`src/rtl/lsu_ctrl.sv`:
```
// -----------------------------------------------------------------------------
// lsu_ctrl -- RV32I load/store unit controller.
//
// Accepts one load or store at a time, drives one bus beat (or two when an
// access straddles a word boundary), assembles and extends load data, and
// reports completion with a one-cycle response pulse.
//
// Parameters
//   ADDR_W       byte-address width
//   MISALIGN_EN  1 = split word-crossing accesses into two beats, 0 = error
//   TIMEOUT_CYC  max cycles per beat waiting for mem_ack (0 = wait forever)
//
// Ports
//   clk, rst                       clock (rising edge), async active-low reset
//   req_valid/req_ready            request handshake (ready only in IDLE)
//   req_load/req_store             access kind (load wins if both set)
//   req_addr/req_wdata/req_fun3    byte address, LSB-aligned store data, funct3
//   rsp_valid/rsp_rdata/rsp_err    one-cycle completion, load data, error flag
//   mem_req/mem_we/mem_addr        registered beat request, write, word address
//   mem_mask/mem_wdata             byte enables and lane-shifted write data
//   mem_ack/mem_rdata              beat completion and read word (same cycle)
// -----------------------------------------------------------------------------
module lsu_ctrl #(
  parameter int ADDR_W      = 32,
  parameter bit MISALIGN_EN = 1'b1,
  parameter int TIMEOUT_CYC = 16
) (
  input  logic              clk,
  input  logic              rst,
  input  logic              req_valid,
  output logic              req_ready,
  input  logic              req_load,
  input  logic              req_store,
  input  logic [ADDR_W-1:0] req_addr,
  input  logic [31:0]       req_wdata,
  input  logic [2:0]        req_fun3,
  output logic              rsp_valid,
  output logic [31:0]       rsp_rdata,
  output logic              rsp_err,
  output logic              mem_req,
  output logic              mem_we,
  output logic [ADDR_W-1:0] mem_addr,
  output logic [3:0]        mem_mask,
  output logic [31:0]       mem_wdata,
  input  logic              mem_ack,
  input  logic [31:0]       mem_rdata
);

  typedef enum logic [1:0] {IDLE, BEAT0, BEAT1, RESP} state_t;

  localparam bit TIMEOUT_ON = (TIMEOUT_CYC != 0);
  localparam int CNT_W      = (TIMEOUT_CYC > 1) ? $clog2(TIMEOUT_CYC) : 1;
  // The counter holds (cycles spent in the beat - 1); the last allowed cycle
  // is therefore TIMEOUT_CYC-1.
  localparam logic [CNT_W-1:0] CNT_LAST = CNT_W'((TIMEOUT_CYC > 0) ? TIMEOUT_CYC - 1 : 0);

  // ---------------------------------------------------------------------------
  // Helpers
  // ---------------------------------------------------------------------------
  function automatic logic [3:0] size_mask(input logic [1:0] sz);
    logic [3:0] m;
    case (sz)
      2'b00:   m = 4'b0001;
      2'b01:   m = 4'b0011;
      default: m = 4'b1111;
    endcase
    return m;
  endfunction

  function automatic logic fun3_ok(input logic ld, input logic [2:0] f3);
    logic ok;
    ok = 1'b0;
    if (ld) begin
      case (f3)
        3'b000, 3'b001, 3'b010, 3'b100, 3'b101: ok = 1'b1;
        default:                                ok = 1'b0;
      endcase
    end else begin
      case (f3)
        3'b000, 3'b001, 3'b010: ok = 1'b1;
        default:                ok = 1'b0;
      endcase
    end
    return ok;
  endfunction

  // ---------------------------------------------------------------------------
  // State
  // ---------------------------------------------------------------------------
  state_t            state_reg, state_next;
  logic              alive_reg;
  logic              load_reg, load_next;
  logic              split_reg, split_next;
  logic [2:0]        fun3_reg, fun3_next;
  logic [1:0]        k_reg, k_next;
  logic [3:0]        b1_mask_reg, b1_mask_next;
  logic [31:0]       b1_wdata_reg, b1_wdata_next;
  logic [31:0]       r0_reg, r0_next;
  logic              mem_req_reg, mem_req_next;
  logic              mem_we_reg, mem_we_next;
  logic [ADDR_W-1:0] mem_addr_reg, mem_addr_next;
  logic [3:0]        mem_mask_reg, mem_mask_next;
  logic [31:0]       mem_wdata_reg, mem_wdata_next;
  logic              rsp_err_reg, rsp_err_next;
  logic [31:0]       rsp_rdata_reg, rsp_rdata_next;
  logic [CNT_W-1:0]  cnt_reg, cnt_next;

  // ---------------------------------------------------------------------------
  // Incoming request decode. Lanes and data are computed across two words;
  // the upper half is what spills into the second beat.
  // ---------------------------------------------------------------------------
  logic [7:0]  in_lanes;
  logic [63:0] in_data;
  logic        in_split;
  logic        in_legal;

  assign in_lanes = {4'd0, size_mask(req_fun3[1:0])} << req_addr[1:0];
  assign in_data  = {32'd0, req_wdata} << {req_addr[1:0], 3'b000};
  assign in_split = |in_lanes[7:4];
  assign in_legal = fun3_ok(req_load, req_fun3);

  // ---------------------------------------------------------------------------
  // Load assembly: the access bytes start at lane k of the first word and
  // continue into the second word. For a single beat the current read word
  // serves as both halves; bytes from the "second word" are never selected.
  // ---------------------------------------------------------------------------
  logic [31:0] asm_lo;
  logic [31:0] asm_word;
  logic [31:0] load_result;

  assign asm_lo = split_reg ? r0_reg : mem_rdata;

  always_comb begin
    case (k_reg)
      2'd0:    asm_word = asm_lo;
      2'd1:    asm_word = {mem_rdata[7:0],  asm_lo[31:8]};
      2'd2:    asm_word = {mem_rdata[15:0], asm_lo[31:16]};
      default: asm_word = {mem_rdata[23:0], asm_lo[31:24]};
    endcase
  end

  // fun3[2] set means unsigned (LBU/LHU); LW ignores it.
  always_comb begin
    case (fun3_reg[1:0])
      2'b00:   load_result = {{24{asm_word[7]  & ~fun3_reg[2]}}, asm_word[7:0]};
      2'b01:   load_result = {{16{asm_word[15] & ~fun3_reg[2]}}, asm_word[15:0]};
      default: load_result = asm_word;
    endcase
  end

  // ---------------------------------------------------------------------------
  // Next-state / next-output logic
  // ---------------------------------------------------------------------------
  always_comb begin
    state_next     = state_reg;
    load_next      = load_reg;
    split_next     = split_reg;
    fun3_next      = fun3_reg;
    k_next         = k_reg;
    b1_mask_next   = b1_mask_reg;
    b1_wdata_next  = b1_wdata_reg;
    r0_next        = r0_reg;
    mem_req_next   = mem_req_reg;
    mem_we_next    = mem_we_reg;
    mem_addr_next  = mem_addr_reg;
    mem_mask_next  = mem_mask_reg;
    mem_wdata_next = mem_wdata_reg;
    cnt_next       = cnt_reg;
    // Response registers are only loaded on the transition into RESP.
    rsp_err_next   = 1'b0;
    rsp_rdata_next = 32'd0;

    case (state_reg)
      IDLE: begin
        if (req_valid && req_ready && (req_load || req_store)) begin
          load_next     = req_load;
          fun3_next     = req_fun3;
          k_next        = req_addr[1:0];
          split_next    = in_split;
          b1_mask_next  = in_lanes[7:4];
          b1_wdata_next = in_data[63:32];
          if (!in_legal || (in_split && !MISALIGN_EN)) begin
            state_next   = RESP;
            rsp_err_next = 1'b1;
          end else begin
            state_next     = BEAT0;
            mem_req_next   = 1'b1;
            mem_we_next    = !req_load;
            mem_addr_next  = {req_addr[ADDR_W-1:2], 2'b00};
            mem_mask_next  = in_lanes[3:0];
            mem_wdata_next = in_data[31:0];
            cnt_next       = '0;
          end
        end
      end

      BEAT0, BEAT1: begin
        // Ack takes priority over a timeout landing in the same cycle.
        if (mem_ack) begin
          if (state_reg == BEAT0 && split_reg) begin
            state_next     = BEAT1;
            r0_next        = mem_rdata;
            mem_addr_next  = mem_addr_reg + ADDR_W'(4);
            mem_mask_next  = b1_mask_reg;
            mem_wdata_next = b1_wdata_reg;
            cnt_next       = '0;
          end else begin
            state_next     = RESP;
            mem_req_next   = 1'b0;
            rsp_rdata_next = load_reg ? load_result : 32'd0;
          end
        end else if (TIMEOUT_ON && cnt_reg == CNT_LAST) begin
          state_next   = RESP;
          mem_req_next = 1'b0;
          rsp_err_next = 1'b1;
        end else if (TIMEOUT_ON) begin
          cnt_next = cnt_reg + CNT_W'(1);
        end
      end

      RESP: begin
        state_next = IDLE;
      end

      default: begin
        state_next = IDLE;
      end
    endcase
  end

  // ---------------------------------------------------------------------------
  // Registers
  // ---------------------------------------------------------------------------
  always_ff @(posedge clk or negedge rst) begin
    if (!rst) begin
      state_reg     <= IDLE;
      alive_reg     <= 1'b0;
      load_reg      <= 1'b0;
      split_reg     <= 1'b0;
      fun3_reg      <= 3'd0;
      k_reg         <= 2'd0;
      b1_mask_reg   <= 4'd0;
      b1_wdata_reg  <= 32'd0;
      r0_reg        <= 32'd0;
      mem_req_reg   <= 1'b0;
      mem_we_reg    <= 1'b0;
      mem_addr_reg  <= '0;
      mem_mask_reg  <= 4'd0;
      mem_wdata_reg <= 32'd0;
      rsp_err_reg   <= 1'b0;
      rsp_rdata_reg <= 32'd0;
      cnt_reg       <= '0;
    end else begin
      state_reg     <= state_next;
      alive_reg     <= 1'b1;
      load_reg      <= load_next;
      split_reg     <= split_next;
      fun3_reg      <= fun3_next;
      k_reg         <= k_next;
      b1_mask_reg   <= b1_mask_next;
      b1_wdata_reg  <= b1_wdata_next;
      r0_reg        <= r0_next;
      mem_req_reg   <= mem_req_next;
      mem_we_reg    <= mem_we_next;
      mem_addr_reg  <= mem_addr_next;
      mem_mask_reg  <= mem_mask_next;
      mem_wdata_reg <= mem_wdata_next;
      rsp_err_reg   <= rsp_err_next;
      rsp_rdata_reg <= rsp_rdata_next;
      cnt_reg       <= cnt_next;
    end
  end

  // alive_reg keeps req_ready low while in reset and raises it on the first
  // clock edge after release.
  assign req_ready = alive_reg && (state_reg == IDLE);
  assign rsp_valid = (state_reg == RESP);
  assign rsp_err   = rsp_err_reg;
  assign rsp_rdata = rsp_rdata_reg;
  assign mem_req   = mem_req_reg;
  assign mem_we    = mem_we_reg;
  assign mem_addr  = mem_addr_reg;
  assign mem_mask  = mem_mask_reg;
  assign mem_wdata = mem_wdata_reg;

endmodule

```
`config.mk`:
```
export PLATFORM = sky130hd
export DESIGN_NAME = lsu_ctrl
export DESIGN_NICKNAME = d
export VERILOG_FILES = /design/src/rtl/lsu_ctrl.sv
export SDC_FILE = /design/constraint.sdc
export NUM_CORES = 1
export LEC_CHECK = 0
export CAP_MARGIN = 15
export CORE_AREA = 10 10 142 144
export DETAILED_ROUTE_END_ITERATION = 12
export DIE_AREA = 0 0 152 154
export PLACE_DENSITY = 0.85
export SYNTH_ARGS = -nofsm -noshare
export SYNTH_HDL_FRONTEND = slang
export SYNTH_SLANG_ARGS = --single-unit
```
`constraint.sdc`:
```
create_clock -name clk -period 4.4 [get_ports clk]
set_input_delay 0.66 -clock clk [delete_from_list [all_inputs] [get_ports clk]]
set_output_delay 0.66 -clock clk [all_outputs]
set_load 0.03 [all_outputs]
```
==> metrics.md <==
| Metric | Value |
|---|---|
| Status | finished clean |
| Psw | 4.063 mW |
| Post-cts resize count | 0 |
| Port Buffers | 207 |
| Final hold violation count | 0 |
| R2r startpoint | k_reg[0] |
| Post-synth ARST share | 1.000 |
| Nets | roughly 1300 |
| Die Span Y | 154 µm |
| Dominant synthesized flop cell | dfrtp_1 |
| Vias in the first global route | 8646 |
| FILL cells | 1334 |
| Comb pwr share | 0.528 |
| Synthesis-to-finish area growth | 29.60% |
| Dpl ws | 1.046 ns |
| Setup violations, final | 0 |
| PD cells | 749.0 nW/µm² |
| Slew Limit Fails | 0 |
| Clk root buf | clkbuf_16 |
| Top Ports | 210 |
| Mapped Cells | 1024 |
| Clk pwr share | 0.163 |
| Mean area per synthesized cell | 9.187 µm² |
| Drt initial violations | 906 |
| Clock slew at reported path FFs | around 0.060 ns |
| Worst IR drop on VDD | ~0.63 mV |
| CTS Buf Count | 17 |
| Flops & latches, synth | 174 |
| Leakage | around 5.4 nW |
| Worst endpoint required time | 4.71 ns |
| Register area share after synthesis | 0.4628 |
| Reg2reg path depth | 5 |
| CP endpoint kind | register |
| Yosys cell types | 59 |
| Post-synth EDFFs | 0 |
| Setup ws final | 1.450 ns |
| Sw Ratio | 0.4449 |
| Core Area | 17180 µm² |
| Pre-Repair DR Iteration Count | 5 |
| Final ANT Viol Nets | 0 |
| Final Wtd Congestion | between 0.9 and 1 |
| Area after DPL | ~12000 µm² |
| Worst Setup Start Kind | input pin |
| Final wirelength | 29020 µm |
| Post-route cell area | 12190 µm² |
| Total Power | 9.133 mW |
| Worst Path Max Fanout | 23 |
| Worst setup path category | in -> reg |
| Tot GR Track Use | 0.2419 |
| Clock latency on the worst-skew pair | 0.44 ns |
| Total setup buffers inserted after CTS | 0 |
| Initial antenna violation count | 1 |
| Register-to-register setup slack | 1.49 ns |
| Routed len/inst | 20.29 µm |
| Die area | ~23000 µm² |
| Final Non-Filler Cells | between 1000 and 1500 |
| Via-to-Cell Ratio | 6.093 |
| HP Class | in -> async |
| Sequential share of power | 0.309 |
| Fin Clk Skew | 0.01215 ns |
| Relative slew margins | 0.2940 |
| Die X | 152 µm |
| First-pass GRT wire length | 47030 µm |
| RSZ-0062 raised after global routing | no |
| Final period util | 0.6706 |
| Inst Count DP | 1397 |
| Reg2reg end | rsp_rdata[23] |
| Num rows | 48 |
| Total grt overflow | 0 |
| Number of max-cap violations | 0 |
| Htree depth | 4 |
| Maximum number of pins on one net before global-route repair | 108 |
| Arrival @ worst endpoint | between 3 and 4 ns |
| Internal | 5.070 mW |
| Synthesis Warnings | 0 |
| CTS Hold Bufs | 0 |
| DP HPWL | 20330 µm |
| Syn Std Cell Area | between 9000 and 10000 µm² |
| Starting Density | 0.5477 |
| Fin crit period | 2.950 ns |
| Setup TNS | 0 ns |
| Share of layout cells above drive strength 1 | 0.09551 |
| Clock Tree Buf Depth | 2 |
| CTS tree | done |
| F_max | 338.9 MHz |
| Slew at the pin with the worst max-slew slack | approximately 1.1 ns |
| Clk sinks | 174 |
| DRC | 0 |
| Vias after detailed routing | 8713 |
kinds of logic after synthesis:
family / Yosys count / share of synthesized area
fa+ha+maj: 5 / 0.006650
simple gates: 406 / 0.1858
flops: 174 / 0.4628
other cells: 2 / 0.0007983
buf+inv: 101 / 0.04336
mux: 108 / 0.1427
compound gates: 228 / 0.1579
per-stage QoR:
step / util / hold slack, ns
5_1_grt: 0.7099 / 0.4066
3_5_place_dp: 0.6769 / 0.4500
6_report: 0.7099 / 0.3206
4_1_cts: 0.7097 / 0.3756
2_1_floorplan: - / 0.3644
3_3_place_gp: 0.6769 / 0.4431
layer usage:
metal / global-route usage / share of wire / vias to the layer above / wire [µm]
met2: 0.3870 / 0.48 / 398 / 13960
met4: 0.1068 / 0.033 / 0 / 944
met5: 0 / 0 / - / 0
met1: 0.3096 / 0.42 / 4263 / 12090
met3: 0.05132 / 0.070 / 64 / 2021
li1: - / - / 3988 / -
power by group through the flow:
stage,logic (mW),clock network (mW),registers [mW]
6_report,4.83,1.49,2.82
5_1_grt,5.26,1.57,2.91
4_1_cts,4.83,1.50,2.81
3_5_place_dp,4.80,0,2.84
3_3_place_gp,4.67,0,2.81
2_1_floorplan,2.67,0,3.28
worst max-delay path by stage:
stage                     start       endpoint  slack, ns  cells after the start
finish              req_fun3[0]   mem_addr[26]       1.45                      7
floorplan           req_fun3[1]  mem_wdata[31]       2.13                      9
CTS                 req_fun3[0]   mem_addr[26]       1.50                      7
global route        req_fun3[0]    mem_addr[6]       1.32                      7
detailed placement  req_fun3[0]   mem_addr[26]       1.05                      7
global placement    req_fun3[0]   mem_addr[26]       1.20                      7
Yosys cell counts (all sizes together), types with 9 or more instances:
cell type	n	area, µm²
o22ai	13	81.33
o41ai	9	78.83
a221oi	25	219.0
inv	20	75.07
o21ai	58	290.3
a21oi	64	324.1
buf	25	122.6
clkbuf	54	202.7
nand2	209	784.5
nand4	14	87.58
nor2	97	364.1
a2bb2oi	15	131.4
mux2	39	439.2
nand3	43	220.2
mux2i	52	520.5
o211ai	12	90.09
mux4	17	382.9
dfrtp	174	4354
area by class of cell:
| class | instances | area, µm² | area share |
|---|---|---|---|
| Timing Repair Buffer | 226 | 2236 | 0.1834 |
| Inverter | 22 | 82.58 | 0.006773 |
| Clock inverter | 6 | 85.08 | 0.006978 |
| Clock buffer | 26 | 479.2 | 0.03930 |
| Sequential cell | 174 | 4355 | 0.3572 |
| Tap cell | 225 | 281.5 | 0.02309 |
| Multi-Input combinational cell | 750 | 4671 | 0.3831 |
| Antenna cell | 1 | 2.502 | 0.0002052 |
cells in the final DEF (no fill, tap or decap), types with 3 or more instances in the layout:
cell / Yosys / final
o21a_1: 3 / 3
o211ai_1: 12 / 12
and3_1: 7 / 7
dfrtp_1: 174 / 173
ha_1: 5 / 4
mux4_2: 17 / 17
nand4_1: 14 / 14
conb_1: 2 / 3
nand2_1: 209 / 209
mux2_2: 37 / 37
o41ai_1: 9 / 9
mux2i_1: 52 / 52
o21ai_0: 57 / 57
a22oi_1: 4 / 4
clkbuf_1: 54 / 7
nand3_1: 42 / 42
clkdlybuf4s50_1: 0 / 205
clkbuf_16: 0 / 17
or3_1: 5 / 5
nor2_1: 97 / 97
a211oi_1: 3 / 3
buf_4: 3 / 17
nor3_1: 4 / 4
inv_1: 20 / 20
nor4_1: 4 / 4
o21bai_1: 3 / 3
o22ai_1: 13 / 13
or2_2: 5 / 5
a221oi_1: 25 / 25
a21oi_1: 63 / 63
nand2b_1: 5 / 5
a2bb2oi_1: 15 / 15
worst max-delay path, cell delays in order:
cell and delay, ns:
clkdlybuf4s50_1 0.52, o21ai_0 0.36, nand3_1 0.41, a21oi_4 0.70
buf_4 0.34, a32o_1 0.20, nor2_1 0.05
Power figures use the tool's default switching activity.
